`config.mk`:
```
export PLATFORM = sky130hd
export DESIGN_NAME = flip_sweep_sequencer
export DESIGN_NICKNAME = d
export VERILOG_FILES = /design/src/rtl/flip_sweep_pkg.sv /design/src/rtl/flip_sweep_sequencer_dwell.sv /design/src/rtl/flip_sweep_sequencer.sv
export SDC_FILE = /design/constraint.sdc
export NUM_CORES = 1
export LEC_CHECK = 0
export ABC_CLOCK_PERIOD_IN_PS = 2300
export CAP_MARGIN = 20
export CORE_MARGIN = 3
export CORE_UTILIZATION = 44
export DETAILED_ROUTE_END_ITERATION = 8
export GPL_TIMING_DRIVEN = 0
export PLACE_DENSITY = 0.68
export SLEW_MARGIN = 40
export SYNTH_ARGS = -nofsm -noshare
export SYNTH_HDL_FRONTEND = slang
export SYNTH_HIERARCHICAL = 1
export SYNTH_SLANG_ARGS = --single-unit
```
`constraint.sdc`:
```
create_clock -name clk -period 2.3 [get_ports clk]
set_clock_uncertainty 0.2 [all_clocks]
set_input_delay 0.46 -clock clk [delete_from_list [all_inputs] [get_ports clk]]
set_output_delay 0.46 -clock clk [all_outputs]
set_load 0.05 [all_outputs]
```
`src/rtl/flip_sweep_pkg.sv`:
```
// ============================================================================
// Module   : flip_sweep_pkg
// Brief    : Shared state encoding and constant helpers for the flip sweeper.
// Revision : 1.0
// ============================================================================
`default_nettype none

package flip_sweep_pkg;

  typedef enum logic [2:0] {
    ST_IDLE    = 3'd0,
    ST_LOAD    = 3'd1,
    ST_SETTLE  = 3'd2,
    ST_FLIP    = 3'd3,
    ST_CAPTURE = 3'd4,
    ST_NEXT    = 3'd5,
    ST_DONE    = 3'd6
  } state_t;

  localparam int C_REP_W = 8;

  function automatic int clog2(input int value);
    int result;
    int v;
    result = 0;
    v      = value - 1;
    while (v > 0) begin
      result = result + 1;
      v      = v >> 1;
    end
    return result;
  endfunction

  function automatic int max2(input int a, input int b);
    return (a > b) ? a : b;
  endfunction

endpackage

`default_nettype wire

```
`src/rtl/flip_sweep_sequencer_dwell.sv`:
```
// ============================================================================
// Module   : dwell_counter
// Brief    : Loadable down-counter with zero flag, shared by SETTLE and CAPTURE.
// Revision : 1.0
// ============================================================================
`default_nettype none

module dwell_counter #(
  parameter int CNT_W = 4
) (
  input  logic             clk,
  input  logic             reset,
  input  logic             i_load,
  input  logic [CNT_W-1:0] i_load_val,
  input  logic             i_dec,
  output logic             o_zero
);

  logic [CNT_W-1:0] r_count;

  always_ff @(posedge clk or negedge reset) begin
    if (!reset) begin
      r_count <= '0;
    end else if (i_load) begin
      r_count <= i_load_val;
    end else if (i_dec && (r_count != '0)) begin
      r_count <= r_count - 1'b1;
    end
  end

  assign o_zero = (r_count == '0);

endmodule

`default_nettype wire

```
`src/rtl/flip_sweep_sequencer.sv`:
```
// ============================================================================
// Module   : flip_sweep_sequencer
// Brief    : Walks a single-bit flip across a base pattern with settle/trigger
//            dwells; optional per-index repeats under FLIP_SWEEP_REPEAT_EN.
// Revision : 1.0
// ============================================================================
`default_nettype none

module flip_sweep_sequencer
  import flip_sweep_pkg::*;
#(
  parameter  int NUM_INS    = 8,
  parameter  int SETTLE_CYC = 4,
  parameter  int TRIG_CYC   = 16,
  localparam int IDX_W      = (clog2(NUM_INS) > 1) ? clog2(NUM_INS) : 1
) (
  input  logic               clk,
  input  logic               reset,
  input  logic               start,
  input  logic               abort,
  input  logic [NUM_INS-1:0] base_pattern,
  input  logic [IDX_W-1:0]   last_idx,
`ifdef FLIP_SWEEP_REPEAT_EN
  input  logic [C_REP_W-1:0] rep_count,
  output logic [C_REP_W-1:0] rep_index,
`endif
  output logic [NUM_INS-1:0] dut_inputs,
  output logic [IDX_W-1:0]   flip_index,
  output logic               trigger,
  output logic               busy,
  output logic               done
);

  localparam int                c_cnt_w       = max2(1, clog2(max2(SETTLE_CYC, TRIG_CYC)));
  localparam logic [c_cnt_w-1:0] c_settle_load = c_cnt_w'(SETTLE_CYC - 1);
  localparam logic [c_cnt_w-1:0] c_trig_load   = c_cnt_w'(TRIG_CYC - 1);
  localparam bit                c_need_clamp  = (NUM_INS < (1 << IDX_W));
  localparam logic [IDX_W-1:0]  c_max_idx     = IDX_W'(NUM_INS - 1);

  state_t               r_state;
  state_t               w_next_state;
  logic [NUM_INS-1:0]   r_pattern;
  logic [NUM_INS-1:0]   r_dut_inputs;
  logic [NUM_INS-1:0]   w_flip_mask;
  logic [IDX_W-1:0]     r_last_idx;
  logic [IDX_W-1:0]     r_index;
  logic [IDX_W-1:0]     w_last_clamped;
  logic                 w_latch;
  logic                 w_load_out;
  logic                 w_flip_out;
  logic                 w_idx_inc;
  logic                 w_cnt_load;
  logic                 w_cnt_dec;
  logic [c_cnt_w-1:0]   w_cnt_val;
  logic                 w_cnt_zero;

  generate
    if (c_need_clamp) begin : g_clamp
      assign w_last_clamped = (last_idx > c_max_idx) ? c_max_idx : last_idx;
    end else begin : g_no_clamp
      assign w_last_clamped = last_idx;
    end
  endgenerate

`ifdef FLIP_SWEEP_REPEAT_EN
  logic [C_REP_W-1:0] r_rep_last;
  logic [C_REP_W-1:0] r_rep_index;
  logic               w_rep_inc;
  logic               w_rep_clr;

  // A requested count of zero still runs one pass per index.
  always_ff @(posedge clk or negedge reset) begin
    if (!reset) begin
      r_rep_last  <= '0;
      r_rep_index <= '0;
    end else if (w_latch) begin
      r_rep_last  <= (rep_count == '0) ? '0 : rep_count - 8'd1;
      r_rep_index <= '0;
    end else if (w_rep_clr) begin
      r_rep_index <= '0;
    end else if (w_rep_inc) begin
      r_rep_index <= r_rep_index + 8'd1;
    end
  end

  assign rep_index = r_rep_index;
`endif

  dwell_counter #(
    .CNT_W (c_cnt_w)
  ) u_dwell (
    .clk        (clk),
    .reset      (reset),
    .i_load     (w_cnt_load),
    .i_load_val (w_cnt_val),
    .i_dec      (w_cnt_dec),
    .o_zero     (w_cnt_zero)
  );

  always_ff @(posedge clk or negedge reset) begin
    if (!reset) begin
      r_state <= ST_IDLE;
    end else begin
      r_state <= w_next_state;
    end
  end

  always_comb begin
    w_next_state = r_state;
    w_latch      = 1'b0;
    w_load_out   = 1'b0;
    w_flip_out   = 1'b0;
    w_idx_inc    = 1'b0;
    w_cnt_load   = 1'b0;
    w_cnt_dec    = 1'b0;
    w_cnt_val    = '0;
`ifdef FLIP_SWEEP_REPEAT_EN
    w_rep_inc    = 1'b0;
    w_rep_clr    = 1'b0;
`endif
    if ((r_state != ST_IDLE) && abort) begin
      w_next_state = ST_IDLE;
    end else begin
      case (r_state)
        ST_IDLE: begin
          if (start) begin
            w_latch      = 1'b1;
            w_next_state = ST_LOAD;
          end
        end
        ST_LOAD: begin
          w_load_out   = 1'b1;
          w_cnt_load   = 1'b1;
          w_cnt_val    = c_settle_load;
          w_next_state = ST_SETTLE;
        end
        ST_SETTLE: begin
          if (w_cnt_zero) begin
            w_next_state = ST_FLIP;
          end else begin
            w_cnt_dec = 1'b1;
          end
        end
        ST_FLIP: begin
          w_flip_out   = 1'b1;
          w_cnt_load   = 1'b1;
          w_cnt_val    = c_trig_load;
          w_next_state = ST_CAPTURE;
        end
        ST_CAPTURE: begin
          if (w_cnt_zero) begin
`ifdef FLIP_SWEEP_REPEAT_EN
            if (r_rep_index < r_rep_last) begin
              w_rep_inc    = 1'b1;
              w_next_state = ST_LOAD;
            end else begin
              w_next_state = ST_NEXT;
            end
`else
            w_next_state = ST_NEXT;
`endif
          end else begin
            w_cnt_dec = 1'b1;
          end
        end
        ST_NEXT: begin
`ifdef FLIP_SWEEP_REPEAT_EN
          w_rep_clr = 1'b1;
`endif
          if (r_index == r_last_idx) begin
            w_next_state = ST_DONE;
          end else begin
            w_idx_inc    = 1'b1;
            w_next_state = ST_LOAD;
          end
        end
        ST_DONE: begin
          w_next_state = ST_IDLE;
        end
        default: begin
          w_next_state = ST_IDLE;
        end
      endcase
    end
  end

  always_comb begin
    w_flip_mask          = '0;
    w_flip_mask[r_index] = 1'b1;
  end

  // dut_inputs already carries the pattern when FLIP runs, so XOR flips one bit.
  always_ff @(posedge clk or negedge reset) begin
    if (!reset) begin
      r_pattern    <= '0;
      r_last_idx   <= '0;
      r_index      <= '0;
      r_dut_inputs <= '0;
    end else begin
      if (w_latch) begin
        r_pattern  <= base_pattern;
        r_last_idx <= w_last_clamped;
        r_index    <= '0;
      end else if (w_idx_inc) begin
        r_index <= r_index + 1'b1;
      end
      if (w_load_out) begin
        r_dut_inputs <= r_pattern;
      end else if (w_flip_out) begin
        r_dut_inputs <= r_pattern ^ w_flip_mask;
      end
    end
  end

  assign dut_inputs = r_dut_inputs;
  assign flip_index = r_index;
  assign trigger    = (r_state == ST_CAPTURE);
  assign busy       = (r_state != ST_IDLE);
  assign done       = (r_state == ST_DONE);

endmodule

`default_nettype wire

```
==> results by stage <==
Setup path:
- For the worst setup path, the data required time is 2.30 ns.
- In this run the worst path has a maximum fanout of 11.
- The slowest stage of the critical path belongs to the cell sky130_fd_sc_hd__or4_1.
- The number of cell instances on the worst register-to-register path is 7.
- The startpoint identified for the worst register-to-register timing path is u_dwell/r_count[0]$_DFFE_PN0P_.
- The critical path goes through dlygate4sd2_1 -> or3b_2 -> buf_2 -> clkinv_2 -> buf_6 -> or4_1 -> o211ai_2.
- The element type at the critical path end is a flop.
- The peak per-stage delay on the critical path is 0.53 ns.
- The worst setup path is launched from a primary input.
- The slack of the worst reg-to-reg path is about 0.20 ns.
- The arrival time of data at the critical path endpoint is 2.23 ns.
- The endpoint identified for the worst register-to-register timing path is u_dwell/r_count[1]$_DFFE_PN0P_.
- The setup path with the least slack is of type in -> reg.

Power and ir drop:
- The power density over the cells is about 1300 mW/mm².
- The leakage power of the design is 0.9013 nW.
- Across the VDD grid, the largest voltage drop is between 0.0007 and 0.0008 V.

Global route:
- The number of antenna violations at the first check in global routing is 0.
- Global routing finished with a remaining overflow of 0.
- Entering global routing, the biggest net connects 30 pins.
- The number of global-route vias before repair came to approximately 1,300.
- The first global-routing pass estimated 5.851 mm of wire.
- The overall routing resource usage is 17.78%.

Final layout:
- The layout overhead on the synthesized area is 29.67%.
- The filler cell count in the final layout is about 300.
- The final antenna diode count is 0.
- Summing all multi-input logic gate instances after layout gives 850.8 µm².
- At the end of the flow, the number of nets in the layout was 200.
- The share of the core filled with cells in the final layout is roughly three fifths.
- The proportion of layout cells with a drive suffix above 1 is a little under a quarter.
- Summing all flip-flop and latch instances after layout gives 725.7 µm².

Clock network:
- The H-tree level count is 2.
- The clock-pin slew on the worst setup and hold paths is 0.06 ns.
- The cell at the root of the clock tree is sky130_fd_sc_hd__clkbuf_8.
- For the worst-skew pair, the clock arrives at the later sink with an insertion delay of 0.28 ns.
- For this design, the sink count on the clock tree is 29.
- The post-CTS setup repair buffer count is 0.
- TritonCTS built the clock tree.
- The longest clock path from root to sink contains 2 buffers.
- The number of CTS-inserted buffers is 5.

Floorplanning:
- The full die area is 0.004466 mm².
- In this run the count of I/O pins placed on the die edge is 29.
- Measured along the x axis, the die boundary spans 66.83 µm.
- The floorplan step set the die height to 66.83 µm.
- The initialized floorplan defines 21 standard-cell rows.
- The total area inside the core boundary comes to roughly 0.0034 mm².
- For this configuration, the core starts out at a cell density of 47.29%.

Yosys:
- Yosys mapped the design onto 44 distinct sky130hd cell types.
- In this run, synthesis inferred 0 flip-flops with an integrated enable.
- For this run, asynchronously set or reset flops after synthesis account for 100.0%.
- The post-synth net total is ~170.
- Sorting the synthesized cells by area gives the leading types as sky130_fd_sc_hd__dfrtp_1 (45%), sky130_fd_sc_hd__mux2_4 (6.5%), sky130_fd_sc_hd__o31ai_1 (3.7%).
- By count the netlist is led by sky130_fd_sc_hd__dfrtp_1 (29), sky130_fd_sc_hd__nand2_1 (11), sky130_fd_sc_hd__o31ai_1 (8).
- The synthesized design contains 29 register bits.
- The flip-flop cell with the highest count after synthesis is sky130_fd_sc_hd__dfrtp_1.
- The top cell type by total area after synthesis is sky130_fd_sc_hd__dfrtp_1.
- The Yosys step of the flow raised 6 warnings.
- Yosys instantiated no cell more often than sky130_fd_sc_hd__dfrtp_1.
- The synthesized cell area is ~0.0016 mm².
- Sequential elements use between 40% and 50% of the synthesized area.
- Summed over its instances, the top area cell type makes up between 40% and 50% of the synthesized netlist area.
- Synthesis produced a netlist whose cell count is 148.
- The mean area per synthesized cell is 11.00 µm².

Routing:
- The detailed-route DRC error count is 0.
- The via total after detailed routing is 1,228.
- The violation count after the first detailed-route iteration is 58.
- Dividing the detail-routed via count by the number of cells gives approximately 5.3.
- The first detailed-routing pass ran for 4 iterations.
- The residual antenna-violating net count after detailed routing is 0.
- After detailed routing, the total wire length is 3.335 mm.
- The average wire length per cell after detail routing is between 10 and 15 µm.

Placement:
- The setup slack at placement is -0.5627 ns.
- Routability-driven placement finished with a final weighted congestion of 0.8381.
- The HPWL after detailed placement is ~2.5 mm.
- The number of buffers inserted by port buffering is 28.

Run:
- The number of max-capacitance violations reported is 0.

Timing:
- The number of failing hold endpoints at the final stage is 9.
- The final count of pins violating max slew is 0.
- Setup repair after global routing could not meet its margin everywhere.
- The slew at the pin closest to its max-slew limit is 0.6333 ns.
- The maximum achievable frequency is 448.6 MHz.
- Across all setup checks in the final design, the least slack found is 0.07064 ns.
- The portion of the clock cycle consumed by the worst path in the final layout is 96.93%.
- The max-slew headroom at the worst pin is 57.78%.
- The tightest hold path in the finished design has a slack of -0.002291 ns.
- After layout, the minimum clock period comes to 2.229 ns.
- Setup violations remaining at the end of the flow were counted as 0.

Status:
- The final reports fail on hold timing.
- The run finished, with violations left.

Hold path:
- The path class of the lowest-slack min-delay path is in -> async.
## placed cells by master, fill, tap and decap left out, types with 3 or more instances in the layout
cell	netlist	final
sky130_fd_sc_hd__dfrtp_1	29	29
sky130_fd_sc_hd__clkdlybuf4s50_1	0	23
sky130_fd_sc_hd__nand2_1	11	11
sky130_fd_sc_hd__o31ai_1	8	8
sky130_fd_sc_hd__inv_1	7	7
sky130_fd_sc_hd__mux2_4	7	7
sky130_fd_sc_hd__o21ai_0	6	6
sky130_fd_sc_hd__clkbuf_8	0	6
sky130_fd_sc_hd__nor2_1	5	5
sky130_fd_sc_hd__xnor2_1	5	5
sky130_fd_sc_hd__or4_1	5	5
sky130_fd_sc_hd__clkbuf_1	4	4
sky130_fd_sc_hd__buf_2	3	4
sky130_fd_sc_hd__xor2_1	4	4
sky130_fd_sc_hd__a31oi_1	4	4
sky130_fd_sc_hd__nor3_1	5	4
sky130_fd_sc_hd__mux2_2	4	4
sky130_fd_sc_hd__and4bb_2	3	3
sky130_fd_sc_hd__mux2i_1	3	3
## cell families after synthesis
family                   after synthesis  synth area share, %
AND/OR/NAND/NOR                       47                19.76
buffers and inverters                 18                5.380
AO/OA/AOI/OAI                         29                12.84
XOR/XNOR                               9                4.842
adder cells (fa/ha/maj)                2                1.537
flip-flops                            29                44.58
multiplexers                          14                11.07
## report_power, final
group          internal (mW)  switching (mW)  total [mW]
logic                  0.578           0.759        1.34
clock network          0.353           0.189       0.541
registers              0.726           0.176       0.901
total                   1.66            1.12        2.78
## routing by layer
layer / vias to the layer above / global-route usage (%) / wire, µm
met1: 589 / 20.96 / 1472
met4: 0 / 8.376 / 55
li1: 612 / - / -
met5: - / 0 / 0
met2: 20 / 29.08 / 1671
met3: 7 / 5.734 / 136
## how the worst max path moves through the flow
stage,startpoint,endpoint,slack [ns],cells past startpoint
final,abort,u_dwell/r_count[1]$_DFFE_PN0P_,0.07,7
after global routing,r_state[1]$_DFFE_PN0P_,done,-0.004,4
after CTS,r_state[0]$_DFFE_PN0P_,trigger,0.02,3
after detailed placement,abort,u_dwell/r_count[1]$_DFFE_PN0P_,-0.56,7
after global placement,abort,u_dwell/r_count[1]$_DFFE_PN0P_,-0.53,7
after floorplan,u_dwell/r_count[0]$_DFFE_PN0P_,u_dwell/r_count[1]$_DFFE_PN0P_,0.15,7
## stage by stage
step | area (µm²) | TNS, ns | power [mW] | cells
finish | 2111 | 0 | 2.780 | 230
global route | 2111 | -0.003777 | 2.960 | 230
CTS | 2092 | 0 | 2.771 | 230
detailed placement | 1971 | -2.190 | 2.211 | 222
global placement | 1976 | -1.926 | 2.158 | 222
floorplan | 1638 | 0 | 1.838 | 148
## cell type report
type | count | share of cell area (%)
sequential | 29 | 34.38
inverter | 8 | 1.482
timing repair buffer | 28 | 12.69
multi-input combinational | 101 | 40.31
clock inverter | 1 | 1.423
clock buffer | 7 | 4.090
tap | 46 | 2.727
buffer | 10 | 2.905
## critical path, delay by kind of cell
family	cells	cell delay, ns
and+or+nand+nor	2	0.71
buffers and inverters	4	0.98
AOI/OAI and AO/OA	1	0.09
## flip-flops by register name, indices dropped and copies added, names as in the netlist
register / cells
dut_inputs: 8
r_last_idx: 3
r_state: 3
r_pattern: 8
u_dwell/r_count: 4
flip_index: 3
## repair_timing
action	CTS	global route
endpoints found under the setup margin	6	5
gates resized for setup	15	7
hold endpoints to repair	0	0
pin swaps	1	0
hold buffers	0	0
Note: power is estimated with default switching activity, not from simulation.
